**src/rtl/cache_tag_compare_if.sv**
```systemverilog
// ---------------------------------------------------------------------------
// cache_tag_compare_if
//   Bundles the handshake and data signals around the tag-compare stage of the
//   inter-prediction reference cache.
//   - request side : valid_in / tag_compare_stage_ready, block coordinate,
//                    sideband change flags, flush
//   - result side  : out_valid / out_ready, hit, way, set, sideband copies
//   - fill side    : fill_req_valid / fill_req_ready, address, victim way,
//                    fill_done pulse
//   modport master : the environment (upstream, downstream and fill engine)
//   modport slave  : the tag-compare stage itself
// ---------------------------------------------------------------------------
interface cache_tag_compare_if #(
  parameter int XA_W       = 7,
  parameter int YA_W       = 7,
  parameter int REF_W      = 4,
  parameter int SET_X_BITS = 2,
  parameter int SET_Y_BITS = 3,
  parameter int WAY_BITS   = 2
);
  localparam int SET_W  = SET_X_BITS + SET_Y_BITS;
  localparam int ADDR_W = REF_W + YA_W + XA_W;

  // Request from the set-input stage
  logic              valid_in;
  logic              tag_compare_stage_ready;
  logic [XA_W-1:0]   curr_x_addr;
  logic [YA_W-1:0]   curr_y_addr;
  logic [REF_W-1:0]  ref_idx;
  logic              cur_xy_changed_luma;
  logic              cur_xy_changed_chma;
  logic              flush;

  // Result to the data-fetch stage
  logic              out_valid;
  logic              out_ready;
  logic              out_hit;
  logic [WAY_BITS-1:0] out_way;
  logic [SET_W-1:0]  out_set;
  logic              out_changed_luma;
  logic              out_changed_chma;

  // Miss fill request
  logic              fill_req_valid;
  logic              fill_req_ready;
  logic [ADDR_W-1:0] fill_req_addr;
  logic [WAY_BITS-1:0] fill_req_way;
  logic              fill_done;

  modport master (
    output valid_in, curr_x_addr, curr_y_addr, ref_idx,
           cur_xy_changed_luma, cur_xy_changed_chma, flush,
           out_ready, fill_req_ready, fill_done,
    input  tag_compare_stage_ready, out_valid, out_hit, out_way, out_set,
           out_changed_luma, out_changed_chma,
           fill_req_valid, fill_req_addr, fill_req_way
  );

  modport slave (
    input  valid_in, curr_x_addr, curr_y_addr, ref_idx,
           cur_xy_changed_luma, cur_xy_changed_chma, flush,
           out_ready, fill_req_ready, fill_done,
    output tag_compare_stage_ready, out_valid, out_hit, out_way, out_set,
           out_changed_luma, out_changed_chma,
           fill_req_valid, fill_req_addr, fill_req_way
  );
endinterface

```
**src/rtl/cache_tag_compare.sv**
```systemverilog
// ---------------------------------------------------------------------------
// cache_tag_compare
//   Tag lookup stage of the inter-prediction reference cache. Each accepted
//   block coordinate is looked up in a flop-based 4-way set-associative tag
//   store. A hit is reported one cycle after acceptance. A miss raises a fill
//   request for the round-robin victim way, waits for fill_done, writes the
//   tag and reports the (now resident) block with out_hit = 0.
//
//   Ports
//     clk    : clock
//     reset  : synchronous active-high reset
//     bus    : cache_tag_compare_if.slave (request, result and fill channels)
// ---------------------------------------------------------------------------
module cache_tag_compare #(
  parameter int XA_W       = 7,
  parameter int YA_W       = 7,
  parameter int REF_W      = 4,
  parameter int SET_X_BITS = 2,
  parameter int SET_Y_BITS = 3,
  parameter int WAY_BITS   = 2
) (
  input  logic               clk,
  input  logic               reset,
  cache_tag_compare_if.slave bus
);

  localparam int SET_W    = SET_X_BITS + SET_Y_BITS;
  localparam int NUM_SETS = 1 << SET_W;
  localparam int NUM_WAYS = 1 << WAY_BITS;
  localparam int TAG_W    = REF_W + (YA_W - SET_Y_BITS) + (XA_W - SET_X_BITS);
  localparam int ADDR_W   = REF_W + YA_W + XA_W;

  typedef enum logic [1:0] {
    S_COMPARE   = 2'd0,
    S_MISS_REQ  = 2'd1,
    S_MISS_WAIT = 2'd2
  } state_e;

  // ---------------------------------------------------------------- state
  state_e                state_q, state_d;

  logic [NUM_WAYS-1:0]   valid_q [NUM_SETS];
  logic [NUM_WAYS-1:0]   valid_d [NUM_SETS];
  logic [WAY_BITS-1:0]   rr_q    [NUM_SETS];
  logic [WAY_BITS-1:0]   rr_d    [NUM_SETS];
  logic [TAG_W-1:0]      tag_q   [NUM_SETS][NUM_WAYS];

  logic                  flush_pend_q, flush_pend_d;

  // Miss context, captured when the missing request is accepted
  logic [SET_W-1:0]      miss_set_q, miss_set_d;
  logic [TAG_W-1:0]      miss_tag_q, miss_tag_d;
  logic                  miss_luma_q, miss_luma_d;
  logic                  miss_chma_q, miss_chma_d;
  logic [ADDR_W-1:0]     fill_req_addr_q, fill_req_addr_d;
  logic [WAY_BITS-1:0]   fill_req_way_q, fill_req_way_d;

  // Result register
  logic                  out_valid_q, out_valid_d;
  logic                  out_hit_q, out_hit_d;
  logic [WAY_BITS-1:0]   out_way_q, out_way_d;
  logic [SET_W-1:0]      out_set_q, out_set_d;
  logic                  out_luma_q, out_luma_d;
  logic                  out_chma_q, out_chma_d;

  // ---------------------------------------------------------------- lookup
  logic [SET_W-1:0]      lk_set;
  logic [TAG_W-1:0]      lk_tag;
  logic                  lk_hit;
  logic [WAY_BITS-1:0]   lk_way;

  assign lk_set = {bus.curr_y_addr[SET_Y_BITS-1:0], bus.curr_x_addr[SET_X_BITS-1:0]};
  assign lk_tag = {bus.ref_idx,
                   bus.curr_y_addr[YA_W-1:SET_Y_BITS],
                   bus.curr_x_addr[XA_W-1:SET_X_BITS]};

  // NOTE: every signal written in a combinational block gets a default first,
  // otherwise a path that skips the assignment infers a latch.
  always_comb begin : lookup
    lk_hit = 1'b0;
    lk_way = '0;
    // Ways never hold duplicate tags, so at most one way can match.
    for (int w = 0; w < NUM_WAYS; w++) begin
      if (valid_q[lk_set][w] && (tag_q[lk_set][w] == lk_tag)) begin
        lk_hit = 1'b1;
        lk_way = WAY_BITS'(w);
      end
    end
  end

  // ---------------------------------------------------------------- FSM
  logic stage_ready;
  logic fill_req_valid;
  logic accept;
  logic fill_write;

  assign accept     = bus.valid_in && stage_ready;
  // Reset wins over a coincident fill_done: an abandoned miss writes nothing.
  assign fill_write = (state_q == S_MISS_WAIT) && bus.fill_done && !reset;

  always_comb begin : fsm_next
    state_d = state_q;
    unique case (state_q)
      S_COMPARE:   if (accept && !lk_hit)     state_d = S_MISS_REQ;
      S_MISS_REQ:  if (bus.fill_req_ready)    state_d = S_MISS_WAIT;
      S_MISS_WAIT: if (bus.fill_done)         state_d = S_COMPARE;
      default:                                state_d = S_COMPARE;
    endcase
  end

  always_comb begin : fsm_out
    stage_ready    = 1'b0;
    fill_req_valid = 1'b0;
    if (!reset) begin
      unique case (state_q)
        // A pending flush blocks acceptance for the one cycle it is applied.
        S_COMPARE:  stage_ready = !bus.flush && !flush_pend_q &&
                                  (!out_valid_q || bus.out_ready);
        S_MISS_REQ: fill_req_valid = 1'b1;
        default: ;
      endcase
    end
  end

  // ---------------------------------------------------------------- datapath
  always_comb begin : datapath
    valid_d         = valid_q;
    rr_d            = rr_q;
    flush_pend_d    = flush_pend_q;
    miss_set_d      = miss_set_q;
    miss_tag_d      = miss_tag_q;
    miss_luma_d     = miss_luma_q;
    miss_chma_d     = miss_chma_q;
    fill_req_addr_d = fill_req_addr_q;
    fill_req_way_d  = fill_req_way_q;
    out_valid_d     = out_valid_q;
    out_hit_d       = out_hit_q;
    out_way_d       = out_way_q;
    out_set_d       = out_set_q;
    out_luma_d      = out_luma_q;
    out_chma_d      = out_chma_q;

    if (fill_write) begin
      valid_d[miss_set_q][fill_req_way_q] = 1'b1;
      rr_d[miss_set_q] = rr_q[miss_set_q] + 1'b1;
    end

    // Flush only takes effect in COMPARE; during a miss it is remembered and
    // applied after the fill tag write so the pending miss still completes.
    if (state_q == S_COMPARE) begin
      if (bus.flush || flush_pend_q) begin
        for (int s = 0; s < NUM_SETS; s++) valid_d[s] = '0;
        flush_pend_d = 1'b0;
      end
    end else if (bus.flush) begin
      flush_pend_d = 1'b1;
    end

    if (accept && !lk_hit) begin
      miss_set_d      = lk_set;
      miss_tag_d      = lk_tag;
      miss_luma_d     = bus.cur_xy_changed_luma;
      miss_chma_d     = bus.cur_xy_changed_chma;
      fill_req_addr_d = {bus.ref_idx, bus.curr_y_addr, bus.curr_x_addr};
      fill_req_way_d  = rr_q[lk_set];
    end

    if (accept && lk_hit) begin
      out_valid_d = 1'b1;
      out_hit_d   = 1'b1;
      out_way_d   = lk_way;
      out_set_d   = lk_set;
      out_luma_d  = bus.cur_xy_changed_luma;
      out_chma_d  = bus.cur_xy_changed_chma;
    end else if (fill_write) begin
      out_valid_d = 1'b1;
      out_hit_d   = 1'b0;
      out_way_d   = fill_req_way_q;
      out_set_d   = miss_set_q;
      out_luma_d  = miss_luma_q;
      out_chma_d  = miss_chma_q;
    end else if (bus.out_ready) begin
      out_valid_d = 1'b0;
      out_hit_d   = 1'b0;
    end
  end

  // NOTE: sequential state uses non-blocking assignments only, so every flop
  // samples pre-edge values regardless of block ordering.
  always_ff @(posedge clk) begin
    if (reset) begin
      state_q         <= S_COMPARE;
      for (int s = 0; s < NUM_SETS; s++) begin
        valid_q[s] <= '0;
        rr_q[s]    <= '0;
      end
      flush_pend_q    <= 1'b0;
      miss_set_q      <= '0;
      miss_tag_q      <= '0;
      miss_luma_q     <= 1'b0;
      miss_chma_q     <= 1'b0;
      fill_req_addr_q <= '0;
      fill_req_way_q  <= '0;
      out_valid_q     <= 1'b0;
      out_hit_q       <= 1'b0;
      out_way_q       <= '0;
      out_set_q       <= '0;
      out_luma_q      <= 1'b0;
      out_chma_q      <= 1'b0;
    end else begin
      state_q         <= state_d;
      valid_q         <= valid_d;
      rr_q            <= rr_d;
      flush_pend_q    <= flush_pend_d;
      miss_set_q      <= miss_set_d;
      miss_tag_q      <= miss_tag_d;
      miss_luma_q     <= miss_luma_d;
      miss_chma_q     <= miss_chma_d;
      fill_req_addr_q <= fill_req_addr_d;
      fill_req_way_q  <= fill_req_way_d;
      out_valid_q     <= out_valid_d;
      out_hit_q       <= out_hit_d;
      out_way_q       <= out_way_d;
      out_set_q       <= out_set_d;
      out_luma_q      <= out_luma_d;
      out_chma_q      <= out_chma_d;
    end
  end

  // NOTE: the tag array has no reset; its contents are only observed through
  // the valid bits, which are reset.
  always_ff @(posedge clk) begin
    if (fill_write) tag_q[miss_set_q][fill_req_way_q] <= miss_tag_q;
  end

  // ---------------------------------------------------------------- outputs
  assign bus.tag_compare_stage_ready = stage_ready;
  assign bus.fill_req_valid          = fill_req_valid;
  assign bus.fill_req_addr           = fill_req_addr_q;
  assign bus.fill_req_way            = fill_req_way_q;
  assign bus.out_valid               = out_valid_q;
  assign bus.out_hit                 = out_hit_q;
  assign bus.out_way                 = out_way_q;
  assign bus.out_set                 = out_set_q;
  assign bus.out_changed_luma        = out_luma_q;
  assign bus.out_changed_chma        = out_chma_q;

endmodule

```
**src/flat_wrapper.sv**
```systemverilog
// flat-port wrapper written by rule: the top's interface ports become plain ports
module cache_tag_compare_flat 
#(
  parameter int XA_W       = 7,
  parameter int YA_W       = 7,
  parameter int REF_W      = 4,
  parameter int SET_X_BITS = 2,
  parameter int SET_Y_BITS = 3,
  parameter int WAY_BITS   = 2
)
  (clk, reset, bus_valid_in, bus_curr_x_addr, bus_curr_y_addr, bus_ref_idx, bus_cur_xy_changed_luma, bus_cur_xy_changed_chma, bus_flush, bus_out_ready, bus_fill_req_ready, bus_fill_done, bus_tag_compare_stage_ready, bus_out_valid, bus_out_hit, bus_out_way, bus_out_set, bus_out_changed_luma, bus_out_changed_chma, bus_fill_req_valid, bus_fill_req_addr, bus_fill_req_way);
  cache_tag_compare_if #(.XA_W(XA_W), .YA_W(YA_W), .REF_W(REF_W), .SET_X_BITS(SET_X_BITS), .SET_Y_BITS(SET_Y_BITS), .WAY_BITS(WAY_BITS)) bus_i ();
  input  logic clk;
  input  logic reset;
  input wire logic [$bits(bus_i.valid_in)-1:0] bus_valid_in;
  input wire logic [$bits(bus_i.curr_x_addr)-1:0] bus_curr_x_addr;
  input wire logic [$bits(bus_i.curr_y_addr)-1:0] bus_curr_y_addr;
  input wire logic [$bits(bus_i.ref_idx)-1:0] bus_ref_idx;
  input wire logic [$bits(bus_i.cur_xy_changed_luma)-1:0] bus_cur_xy_changed_luma;
  input wire logic [$bits(bus_i.cur_xy_changed_chma)-1:0] bus_cur_xy_changed_chma;
  input wire logic [$bits(bus_i.flush)-1:0] bus_flush;
  input wire logic [$bits(bus_i.out_ready)-1:0] bus_out_ready;
  input wire logic [$bits(bus_i.fill_req_ready)-1:0] bus_fill_req_ready;
  input wire logic [$bits(bus_i.fill_done)-1:0] bus_fill_done;
  output wire logic [$bits(bus_i.tag_compare_stage_ready)-1:0] bus_tag_compare_stage_ready;
  output wire logic [$bits(bus_i.out_valid)-1:0] bus_out_valid;
  output wire logic [$bits(bus_i.out_hit)-1:0] bus_out_hit;
  output wire logic [$bits(bus_i.out_way)-1:0] bus_out_way;
  output wire logic [$bits(bus_i.out_set)-1:0] bus_out_set;
  output wire logic [$bits(bus_i.out_changed_luma)-1:0] bus_out_changed_luma;
  output wire logic [$bits(bus_i.out_changed_chma)-1:0] bus_out_changed_chma;
  output wire logic [$bits(bus_i.fill_req_valid)-1:0] bus_fill_req_valid;
  output wire logic [$bits(bus_i.fill_req_addr)-1:0] bus_fill_req_addr;
  output wire logic [$bits(bus_i.fill_req_way)-1:0] bus_fill_req_way;
  assign bus_i.valid_in = bus_valid_in;
  assign bus_i.curr_x_addr = bus_curr_x_addr;
  assign bus_i.curr_y_addr = bus_curr_y_addr;
  assign bus_i.ref_idx = bus_ref_idx;
  assign bus_i.cur_xy_changed_luma = bus_cur_xy_changed_luma;
  assign bus_i.cur_xy_changed_chma = bus_cur_xy_changed_chma;
  assign bus_i.flush = bus_flush;
  assign bus_i.out_ready = bus_out_ready;
  assign bus_i.fill_req_ready = bus_fill_req_ready;
  assign bus_i.fill_done = bus_fill_done;
  assign bus_tag_compare_stage_ready = bus_i.tag_compare_stage_ready;
  assign bus_out_valid = bus_i.out_valid;
  assign bus_out_hit = bus_i.out_hit;
  assign bus_out_way = bus_i.out_way;
  assign bus_out_set = bus_i.out_set;
  assign bus_out_changed_luma = bus_i.out_changed_luma;
  assign bus_out_changed_chma = bus_i.out_changed_chma;
  assign bus_fill_req_valid = bus_i.fill_req_valid;
  assign bus_fill_req_addr = bus_i.fill_req_addr;
  assign bus_fill_req_way = bus_i.fill_req_way;
  cache_tag_compare #(.XA_W(XA_W), .YA_W(YA_W), .REF_W(REF_W), .SET_X_BITS(SET_X_BITS), .SET_Y_BITS(SET_Y_BITS), .WAY_BITS(WAY_BITS)) u_core (.clk(clk), .reset(reset), .bus(bus_i));
endmodule
```
**config.mk**
```make
export PLATFORM = sky130hd
export DESIGN_NAME = cache_tag_compare_flat
export DESIGN_NICKNAME = d
export VERILOG_FILES = /design/src/rtl/cache_tag_compare_if.sv /design/src/rtl/cache_tag_compare.sv /design/src/flat_wrapper.sv
export SDC_FILE = /design/constraint.sdc
export NUM_CORES = 2
export LEC_CHECK = 0
export BUFFER_PORTS_ARGS = -buffer_cell sky130_fd_sc_hd__buf_2
export CAP_MARGIN = 40
export CORE_MARGIN = 3
export CORE_UTILIZATION = 50
export CTS_CLUSTER_SIZE = 40
export DETAILED_ROUTE_END_ITERATION = 8
export GPL_ROUTABILITY_DRIVEN = 0
export PLACE_DENSITY = 0.65
export SYNTH_ARGS = -nofsm -noshare
export SYNTH_HDL_FRONTEND = slang
export SYNTH_SLANG_ARGS = --single-unit
```
**constraint.sdc**
```tcl
create_clock -name clk -period 5.25 [get_ports clk]
set_clock_uncertainty 0.2 [all_clocks]
set_input_delay 0.7875 -clock clk [delete_from_list [all_inputs] [get_ports clk]]
set_output_delay 0.7875 -clock clk [all_outputs]
set_load 0.02 [all_outputs]
```
==> metrics <==
Max rail drop VDD=0.285 mV; post-synth cell types=75; Synth Instances=4267; Crit Path Category=primary input to flip-flop; row cnt=141; final hold violation count=0; fin. max-slew vios=0; Post-Syn Nets=4294; post-synthesis mux area share=0.147; port buffer count=59; startpoint types=primary input; sequence of cells on the critical path=buf_4 -> buf_12 -> and2_1 -> buf_4 -> o21ai_0 -> o21ai_0 -> o21ai_0 -> a2111oi_0 -> nand4_1 -> nor2_1 -> a311o_2 -> buf_4 -> mux2i_1; area post-placement=79700 um^2; Synth top area share=0.663; initial antenna violation count=11; setup TNS=0 ps; Synth top cells by count=edfxtp_1 (1664), mux2i_1 (487), mux4_2 (253), nor2_1 (236), dfxtp_1 (228); CTS buffer count=188; largest net degree at the start of global routing=129; die area=155000 um^2; Avg WL per Cell=32.6 um; endpoints failing setup=0; main area contributors after synthesis=edfxtp_1 (66%), mux4_2 (7.6%), mux2i_1 (6.5%); power per cell area=365 nW/um^2; GR Util All Layers=0.282; Slew headroom=0.336; static leakage=31.8 nW; Synth Flop Type=edfxtp_1; Hold WC Path Type=primary input to flip-flop; Max stage delay on crit path=710 ps; Layout area overhead=14.2%; clk_lat worst skew=840 ps; hold_ws=83.8 ps; RSZ-0062 raised after global routing=no; crit path buf inv count=4; fin crit share=0.836; Tmin final=4390 ps; CTS tree=built; worst slew pin tran=994 ps; Post-CTS Setup Repair Bufs=0; Core Area=149000 um^2; Vias=43400; Post-synth EDFFs=1664; Critical Path AT=4950 ps; Post-route DRC=0; Initial Utilization=0.507; Die H=394 um; post-synthesis compound-gate area fraction=0.0584; Via density=6.40; met2 Use GR=0.428; GRT met1 Usage=0.398; final wirelength=221 mm; xor/xnor share of the synthesized area=0.00465; Max-cap violations=0; M3 GR Usage=0.0601; hpwl dp=140 mm; kind of cell adding the most delay to the critical path=compound AO/OA/AOI/OAI gates; Clock Pin Slew Worst Setup and Hold Paths=60 ps; fraction of layout cells with a size suffix above 1=0.220; Die X=394 um; n_diodes=0; Post-synth ARST share=0; I/O pin count=60; post-synthesis sequential area ratio=0.724; Reg2Reg Setup Slack=1250 ps; area leader, netlist=edfxtp_1; most numerous cell in the Yosys netlist=edfxtp_1; NumNets Final=4640; Final Util=0.579; worst path required time=5810 ps; clock sink total=1892; CTS H-tree depth=4; # resized after CTS=0; Ys Warns=0; first-pass detailed-route iteration total=6; status=finished, final reports clean; Post-Synth Adder-Cell Area=0; largest family of logic cells by synthesized area=multiplexers; grt ovf=0; flop and latch count out of synthesis=1892; wire length of the first global-routing pass=314 mm; Detail Route Antenna Nets=0; Mapped Avg Cell Area=17.7 um^2; simple-gate area share of the yosys netlist=0.0410; FMAX=0.228 GHz; Root Buffer=clkbuf_16; Critical Path Slowest Stage Cell=and2_1; clk buf depth=3; Initial DRC Count=6230; crit-path max FO=21; Final Cell Area=86100 um^2; busiest grt layer=met2; vias in the first global route=42000; Synth Cell Area=75400 um^2; CP endpoint kind=flip-flop
-- worst register-to-register path: cells and delay by family (launching register included) --
kind | cells | cell delay, ps
multiplexers | 3 | 1330
AO/OA/AOI/OAI | 4 | 1190
AND/OR/NAND/NOR | 2 | 440
flip-flops | 1 | 380
buffers and inverters | 1 | 220
XOR/XNOR | 1 | 180
-- cell usage in the layout, fill, tap and decap left out, drive strengths merged, types with 102 or more instances in the layout --
master  instances
o21a          132
edfxtp       1664
mux4          260
nand3         102
nor2          237
nand2         129
mux2i         487
a22oi         200
clkbuf        269
buf           427
dfxtp         228
-- stage by stage --
| stage | power [mW] | setup slack, ps | std cells |
|---|---|---|---|
| finish | 31.4 | 860 | 6776 |
| global route | 32.2 | 697 | 6776 |
| CTS | 31.6 | 957 | 6775 |
| detailed placement | 18.1 | 75.8 | 6421 |
| global placement | 18.1 | -1.96 | 6413 |
| floorplan | 17.5 | 1020 | 4267 |
-- where the power goes --
group / leakage, nW / switching (mW) / internal, mW
logic: 9.18 / 0.996 / 0.532
registers: 19.6 / 0.0491 / 16.3
clock network: 3.05 / 5.83 / 7.76
total: 31.8 / 6.87 / 24.6
-- timing repair --
action | CTS | global route
setup endpoints to repair | 0 | 0
hold buffers | 3 | 0
endpoints found under the hold margin | 4 | 0
-- metal layers --
| layer | wire (um) | share of wire |
|---|---|---|
| met1 | 86800 | 0.39 |
| met2 | 101000 | 0.46 |
| met3 | 23000 | 0.10 |
| met4 | 10300 | 0.047 |
| met5 | 51 | 0.00023 |
-- state kept, by name (all words and copies together) (netlist names), 2 cells and up --
| signal | cells |
|---|---|
| u_core.bus.out_way | 2 |
| u_core.bus.fill_req_way | 2 |
| u_core.bus.out_set | 5 |
| u_core.valid_q | 128 |
| u_core.state_q | 2 |
| u_core.bus.fill_req_addr | 17 |
| u_core.tag_q | 1664 |
| u_core.rr_q | 64 |
-- layout make-up --
cell class | count | area [um^2]
multi-input combinational | 2095 | 19000
clock buffer | 269 | 5370
inverter | 6 | 22.5
fill | 11100 | 62700
timing repair buffer | 430 | 3680
tap | 2002 | 2500
clock inverter | 82 | 918
sequential | 1892 | 54600
-- path summary, 6_finish.rpt --
path | from | endpoint | depth (start not counted)
worst max-delay path | bus_curr_y_addr[1] | u_core.bus.out_way[0] | 13
worst min-delay path | bus_out_ready | u_core.bus.out_hit | 3
worst max register to register | u_core.tag_q[31][17] | u_core.bus.out_way[0] | 11
worst min register to register | u_core.valid_q[54] | u_core.valid_q[54] | 1
-- cell families (layout without fill, tap and decap cells) --
group / count (synthesis) / in the layout
and+or+nand+nor: 654 / 654
xor gates and xnor gates: 40 / 40
DFF: 1892 / 1892
AOI/OAI and AO/OA: 623 / 623
buffers and inverters: 280 / 787
muxes: 778 / 778
No activity file was read; power rests on OpenSTA's default activity.
